<file path="src/rtl/write_back_if.sv">
// Write-back stage bus: operands latched from mem_access, data-memory read return,
// and the register-file write/bypass and stall outputs.
interface write_back_if;
    logic [31:0] pc;
    logic [31:0] ir;
    logic [31:0] y;
    logic        op_ld_or_ldr;
    logic [31:0] mem_rdata;
    logic        mem_rvalid;
    logic        stall_wb;
    logic        rf_we;
    logic [4:0]  rf_wa;
    logic [31:0] rf_wd;
    logic        ld_timeout;

    modport master (
        output pc, ir, y, op_ld_or_ldr, mem_rdata, mem_rvalid,
        input  stall_wb, rf_we, rf_wa, rf_wd, ld_timeout
    );

    modport slave (
        input  pc, ir, y, op_ld_or_ldr, mem_rdata, mem_rvalid,
        output stall_wb, rf_we, rf_wa, rf_wd, ld_timeout
    );
endinterface

</file>
<file path="src/rtl/write_back.sv">
// Beta pipeline WB stage: decodes the latched instruction, drives the register-file
// write port / bypass, and stalls the pipe while a load waits for read data.
module write_back #(
    parameter int unsigned LD_TIMEOUT   = 16,
    parameter logic [31:0] TIMEOUT_DATA = 32'hDEADBEEF
) (
    input  logic         clk,
    input  logic         rst_n,
    write_back_if.slave  wb
);
    localparam logic [31:0] INST_NOP = 32'h83FF_F800;
    localparam int unsigned CW       = (LD_TIMEOUT < 2) ? 1 : $clog2(LD_TIMEOUT + 1);
    localparam logic [CW-1:0] CNT_TO  = CW'(LD_TIMEOUT);
    localparam logic [CW-1:0] CNT_MAX = '1;
    localparam logic [5:0] OP_LD  = 6'h18;
    localparam logic [5:0] OP_LDR = 6'h1F;
    localparam logic [5:0] OP_JMP = 6'h1B;
    localparam logic [5:0] OP_BEQ = 6'h1C;
    localparam logic [5:0] OP_BNE = 6'h1D;

    typedef enum logic {IDLE, WAIT} state_e;

    state_e         state_q, state_d;
    logic [31:0]    pc_q, pc_d, ir_q, ir_d, y_q, y_d;
    logic           ld_q, ld_d;
    logic [CW-1:0]  count_q, count_d;
    logic           ld_timeout_q, ld_timeout_d;

    logic [5:0]     opcode;
    logic [4:0]     rc;
    logic           stall, wr;
    logic [31:0]    wd;

    always_comb begin
        pc_d         = pc_q;
        ir_d         = ir_q;
        y_d          = y_q;
        ld_d         = ld_q;
        state_d      = state_q;
        count_d      = count_q;
        ld_timeout_d = ld_timeout_q;
        stall        = 1'b0;
        wr           = 1'b0;
        wd           = '0;
        opcode       = ir_q[31:26];
        rc           = ir_q[25:21];

        // ld_q gates the wait; an LD/LDR opcode without ld_q has no data source and never writes.
        if (ld_q && (opcode == OP_LD || opcode == OP_LDR)) begin
            if (wb.mem_rvalid) begin
                wr      = 1'b1;
                wd      = wb.mem_rdata;
                state_d = IDLE;
                count_d = '0;
            end else if (state_q == WAIT && LD_TIMEOUT != 0 && count_q == CNT_TO) begin
                wr           = 1'b1;
                wd           = TIMEOUT_DATA;
                ld_timeout_d = 1'b1;
                state_d      = IDLE;
                count_d      = '0;
            end else begin
                stall   = 1'b1;
                state_d = WAIT;
                if (state_q == IDLE)
                    count_d = CW'(1);
                else if (count_q != CNT_MAX)
                    count_d = count_q + CW'(1);
            end
        end else begin
            state_d = IDLE;
            count_d = '0;
            if (opcode == OP_JMP || opcode == OP_BEQ || opcode == OP_BNE) begin
                wr = 1'b1;
                wd = pc_q;
            end else if (opcode[5]) begin
                wr = 1'b1;
                wd = y_q;
            end
        end

        if (!stall) begin
            pc_d = wb.pc;
            ir_d = wb.ir;
            y_d  = wb.y;
            ld_d = wb.op_ld_or_ldr;
        end
    end

    always_ff @(posedge clk or negedge rst_n) begin
        if (!rst_n) begin
            state_q      <= IDLE;
            pc_q         <= '0;
            ir_q         <= INST_NOP;
            y_q          <= '0;
            ld_q         <= 1'b0;
            count_q      <= '0;
            ld_timeout_q <= 1'b0;
        end else begin
            state_q      <= state_d;
            pc_q         <= pc_d;
            ir_q         <= ir_d;
            y_q          <= y_d;
            ld_q         <= ld_d;
            count_q      <= count_d;
            ld_timeout_q <= ld_timeout_d;
        end
    end

    assign wb.stall_wb   = stall;
    assign wb.rf_we      = wr && (rc != 5'd31);
    assign wb.rf_wa      = rc;
    assign wb.rf_wd      = wd;
    assign wb.ld_timeout = ld_timeout_q;
endmodule

</file>
<file path="src/flat_wrapper.sv">
// flat-port wrapper written by rule: the top's interface ports become plain ports
module write_back_flat 
#(
    parameter int unsigned LD_TIMEOUT   = 16,
    parameter logic [31:0] TIMEOUT_DATA = 32'hDEADBEEF
)
  (clk, rst_n, wb_pc, wb_ir, wb_y, wb_op_ld_or_ldr, wb_mem_rdata, wb_mem_rvalid, wb_stall_wb, wb_rf_we, wb_rf_wa, wb_rf_wd, wb_ld_timeout);
  write_back_if wb_i ();
  input  logic clk;
  input  logic rst_n;
  input wire logic [$bits(wb_i.pc)-1:0] wb_pc;
  input wire logic [$bits(wb_i.ir)-1:0] wb_ir;
  input wire logic [$bits(wb_i.y)-1:0] wb_y;
  input wire logic [$bits(wb_i.op_ld_or_ldr)-1:0] wb_op_ld_or_ldr;
  input wire logic [$bits(wb_i.mem_rdata)-1:0] wb_mem_rdata;
  input wire logic [$bits(wb_i.mem_rvalid)-1:0] wb_mem_rvalid;
  output wire logic [$bits(wb_i.stall_wb)-1:0] wb_stall_wb;
  output wire logic [$bits(wb_i.rf_we)-1:0] wb_rf_we;
  output wire logic [$bits(wb_i.rf_wa)-1:0] wb_rf_wa;
  output wire logic [$bits(wb_i.rf_wd)-1:0] wb_rf_wd;
  output wire logic [$bits(wb_i.ld_timeout)-1:0] wb_ld_timeout;
  assign wb_i.pc = wb_pc;
  assign wb_i.ir = wb_ir;
  assign wb_i.y = wb_y;
  assign wb_i.op_ld_or_ldr = wb_op_ld_or_ldr;
  assign wb_i.mem_rdata = wb_mem_rdata;
  assign wb_i.mem_rvalid = wb_mem_rvalid;
  assign wb_stall_wb = wb_i.stall_wb;
  assign wb_rf_we = wb_i.rf_we;
  assign wb_rf_wa = wb_i.rf_wa;
  assign wb_rf_wd = wb_i.rf_wd;
  assign wb_ld_timeout = wb_i.ld_timeout;
  write_back #(.LD_TIMEOUT(LD_TIMEOUT), .TIMEOUT_DATA(TIMEOUT_DATA)) u_core (.clk(clk), .rst_n(rst_n), .wb(wb_i));
endmodule
</file>
<file path="config.mk">
export PLATFORM = sky130hd
export DESIGN_NAME = write_back_flat
export DESIGN_NICKNAME = d
export VERILOG_FILES = /design/src/rtl/write_back_if.sv /design/src/rtl/write_back.sv /design/src/flat_wrapper.sv
export SDC_FILE = /design/constraint.sdc
export NUM_CORES = 1
export LEC_CHECK = 0
export ABC_AREA = 0
export CORE_MARGIN = 2
export CORE_UTILIZATION = 46
export CTS_CLUSTER_SIZE = 24
export DETAILED_ROUTE_END_ITERATION = 7
export HOLD_SLACK_MARGIN = 0.08
export PLACE_DENSITY_LB_ADDON = 0.12
export SYNTH_ARGS = -nofsm -noshare
export SYNTH_HDL_FRONTEND = slang
export SYNTH_SLANG_ARGS = --single-unit
</file>
<file path="constraint.sdc">
create_clock -name clk -period 3.4 [get_ports clk]
set_input_delay 0.68 -clock clk [delete_from_list [all_inputs] [get_ports clk]]
set_output_delay 0.68 -clock clk [all_outputs]
set_load 0.005 [all_outputs]
</file>
==> impl_metrics.toml <==
[global_route]
grt_max_degree = 84
overflow = 0
grt_pass1_wl_mm = 16.11
grt_pass1_vias = 3175
track_usage = 0.2146
antenna_found_initial = 0

[hold_path]
hold_path.class = "reg2reg"
hp-start = "u_core.wb.ld_timeout"
whs_path_depth = 1

[route]
drtIter0Drc = 72
vias = 3065
ant_nets = 0
wire_per_inst_um = 17.49
dr.pass1.iters = 4
finalWirelength_mm = 10.06
vias_per_cell = 5.330
drc = 0

[worst_setup_path]
path_cells = "or3_1 -> a211o_4 -> or3_4 -> inv_4 -> a211oi_1 -> clkdlybuf4s50_1"
arrival_ns = 2.64
critical_path_class = "reg2out"
crit_family = "simple AND/OR/NAND/NOR gates"
crit_required_ns = 2.72
start_kind = "flip-flop"
critPathBufInv = 2
reg2reg_from = "u_core.ir_q[28]"
critPathMaxFanout = 11
worstRegToRegCells = 5
cp.depth = 6
slowest_stage = "clkdlybuf4s50_1"
worstSetupEndpointType = "output port"
max_stage_delay_ns = 0.45
worstSetupStartpoint = "u_core.ir_q[28]"

[floorplan]
fp.dieW_um = 97.54
start_util = 0.4684
rows = 34
die_h_um = 97.54
fp.coreArea_um2 = 8593
ios = 172
die_area_um2 = 9514

[logic_synthesis]
synthCells = 321
yosysSeqAreaShare = 0.5179
yosysWarnings = 0
ys_ff_latch = 83
avgSynthCellArea_um2 = 12.54
syn-num-nets = 456
netlist_area_um2 = 4025
synth_cell_types = 31

[sta]
setup_violations = 0
fin_crit_ns = 3.320
setup-tns-final_ns = 0
finalMaxSlewViolations = 0
worst_pin_slew_ns = 1.090
slew_headroom = 0.2730
finalCritPeriodShare = 0.9764
fin_ws_ns = 0.08022
hold_violations = 0
fmax_ghz = 0.3012
clock_skew_ns = 0.01476

[placed_design]
dpl_worst_slack_ns = 0.05554
place.gp.congestion = 0.7526
portBuffers = 150
dp.final_hpwl_mm = 6.478

[cts]
clock_sinks = 83
cts_tree = "yes"
hold_buffers = 0
cts.clk_slew.worst_paths_ns = 0.08
clock_path_buffers = 2
numCtsBuffers = 9
ctsHtreeMaxLevel = 3
postCtsSetupBuffers = 0
worstSkewPairLatency_ns = 0.34
cts_root_buffer = "clkbuf_8"

[power_and_ir_drop]
p_leak_uw = 0.002477
vdd_drop_max_v = 0.0002040
p_per_area_nw_per_um2 = 361.4

[layout]
n_fill_cell = 637
seq_area_um2 = 2085
drive_above_1_share = 0.2291
area_growth_pct = 44.70
diodes = 0
nets = 597
multiInputGateArea_um2 = 1839

[run_status]
status = "complete, no violations"

[job]
max_cap_viol_count = 0
-- path summary, 6_finish.rpt --
| path | slack, ns | end |
|---|---|---|
| max in group asynchronous | 2.22 | u_core.y_q[17] |
| min reg2reg | 0.46 | u_core.wb.ld_timeout |
| max reg2reg | 0.67 | u_core.pc_q[17] |
| max | 0.08 | wb_rf_we |
| min in group asynchronous | 0.52 | u_core.pc_q[29] |
| min | 0.46 | u_core.wb.ld_timeout |
-- final cells by class --
cell class | count | share of cell area
Sequential cell | 83 | 0.3579
Multi-Input combinational cell | 208 | 0.3158
Timing Repair Buffer | 156 | 0.2677
Clock buffer | 13 | 0.02556
Tap cell | 108 | 0.02320
Clock inverter | 3 | 0.006874
Inverter | 4 | 0.003008
-- report_power, final --
part | leakage [uW] | total (uW) | internal [uW] | switching (uW)
Combinational | 0.00140 | 343 | 236 | 107
Sequential | 0.000976 | 1070 | 1040 | 28.3
Clock | 0.0000974 | 694 | 359 | 335
Total | 0.00248 | 2100 | 1630 | 471
-- cells in the final DEF (no fill, tap or decap), types with 5 or more instances in the layout --
cell type,instances
dfstp_2,6
and3_1,5
dfrtp_1,77
a22oi_1,32
buf_4,6
nand2b_1,5
o21ai_0,20
clkdlybuf4s50_1,148
clkbuf_8,10
mux2_4,25
nor2b_1,24
a21oi_1,17
mux2_2,49
-- per-layer routing --
| layer | track usage | wire length, um |
|---|---|---|
| met1 | 0.2874 | 4539 |
| met3 | 0.04532 | 463 |
| met2 | 0.3480 | 4945 |
| met5 | 0 | 0 |
| met4 | 0.07372 | 108 |
-- registers in the layout, summed over array words and instances, names as in the netlist --
signal	flops
u_core.state_q	1
u_core.pc_q	32
u_core.ir_q	11
u_core.wb.ld_timeout	1
u_core.count_q	5
u_core.y_q	32
u_core.ld_q	1
-- kinds of logic after synthesis --
family,synth area share
buffers and inverters,0.04352
AND/OR/NAND/NOR,0.07274
AO/OA/AOI/OAI,0.1197
XOR/XNOR,0.006529
adder cells (fa/ha/maj),0.009326
multiplexers,0.2303
flip-flops,0.5179
-- repair_timing --
| action | CTS | global route |
|---|---|---|
| endpoints found under the setup margin | 24 | 28 |
| gates resized for setup | 3 | 8 |
| gates cloned | 2 | 0 |
-- synth_stat cells --
cell type,n,share of area
nand3b_1,2,0.0037
or3_1,2,0.0031
a211o_1,1,0.0022
o21ai_0,24,0.030
a21oi_1,18,0.022
nand2_1,1,0.00093
o21bai_1,1,0.0019
inv_2,1,0.00093
dfstp_2,6,0.039
buf_4,5,0.0093
nand3_1,2,0.0025
nor2b_1,24,0.037
dfrtp_1,77,0.48
nand4b_1,1,0.0022
a22oi_1,32,0.060
xnor2_1,2,0.0044
nand2b_1,5,0.0078
mux2_2,49,0.14
a21o_1,1,0.0019
and2_1,1,0.0016
inv_1,3,0.0028
nor2_1,4,0.0037
ha_1,3,0.0093
mux2_4,25,0.093
clkbuf_1,14,0.013
a211oi_1,1,0.0019
and4_1,1,0.0022
buf_6,4,0.011
and3_1,5,0.0078
buf_2,5,0.0062
xor2_1,1,0.0022
-- worst register-to-register path, delay by kind of cell (launching register included) --
family,cells,cell delay (ns)
buf+inv,1,0.46
simple gates,2,0.83
flops,1,0.44
compound gates,1,0.42
mux,1,0.47
-- stage by stage --
step	total power (uW)	utilization	hold slack [ns]	area, um^2	std cells
2_1_floorplan	1197	-	0.3844	4025	321
3_3_place_gp	1420	0.6490	0.4385	5577	557
3_5_place_dp	1429	0.6490	0.4454	5577	557
4_1_cts	2122	0.6755	0.4638	5804	575
5_1_grt	2201	0.6778	0.4774	5824	575
6_report	2105	0.6778	0.4601	5824	575
Power figures use the tool's default switching activity.
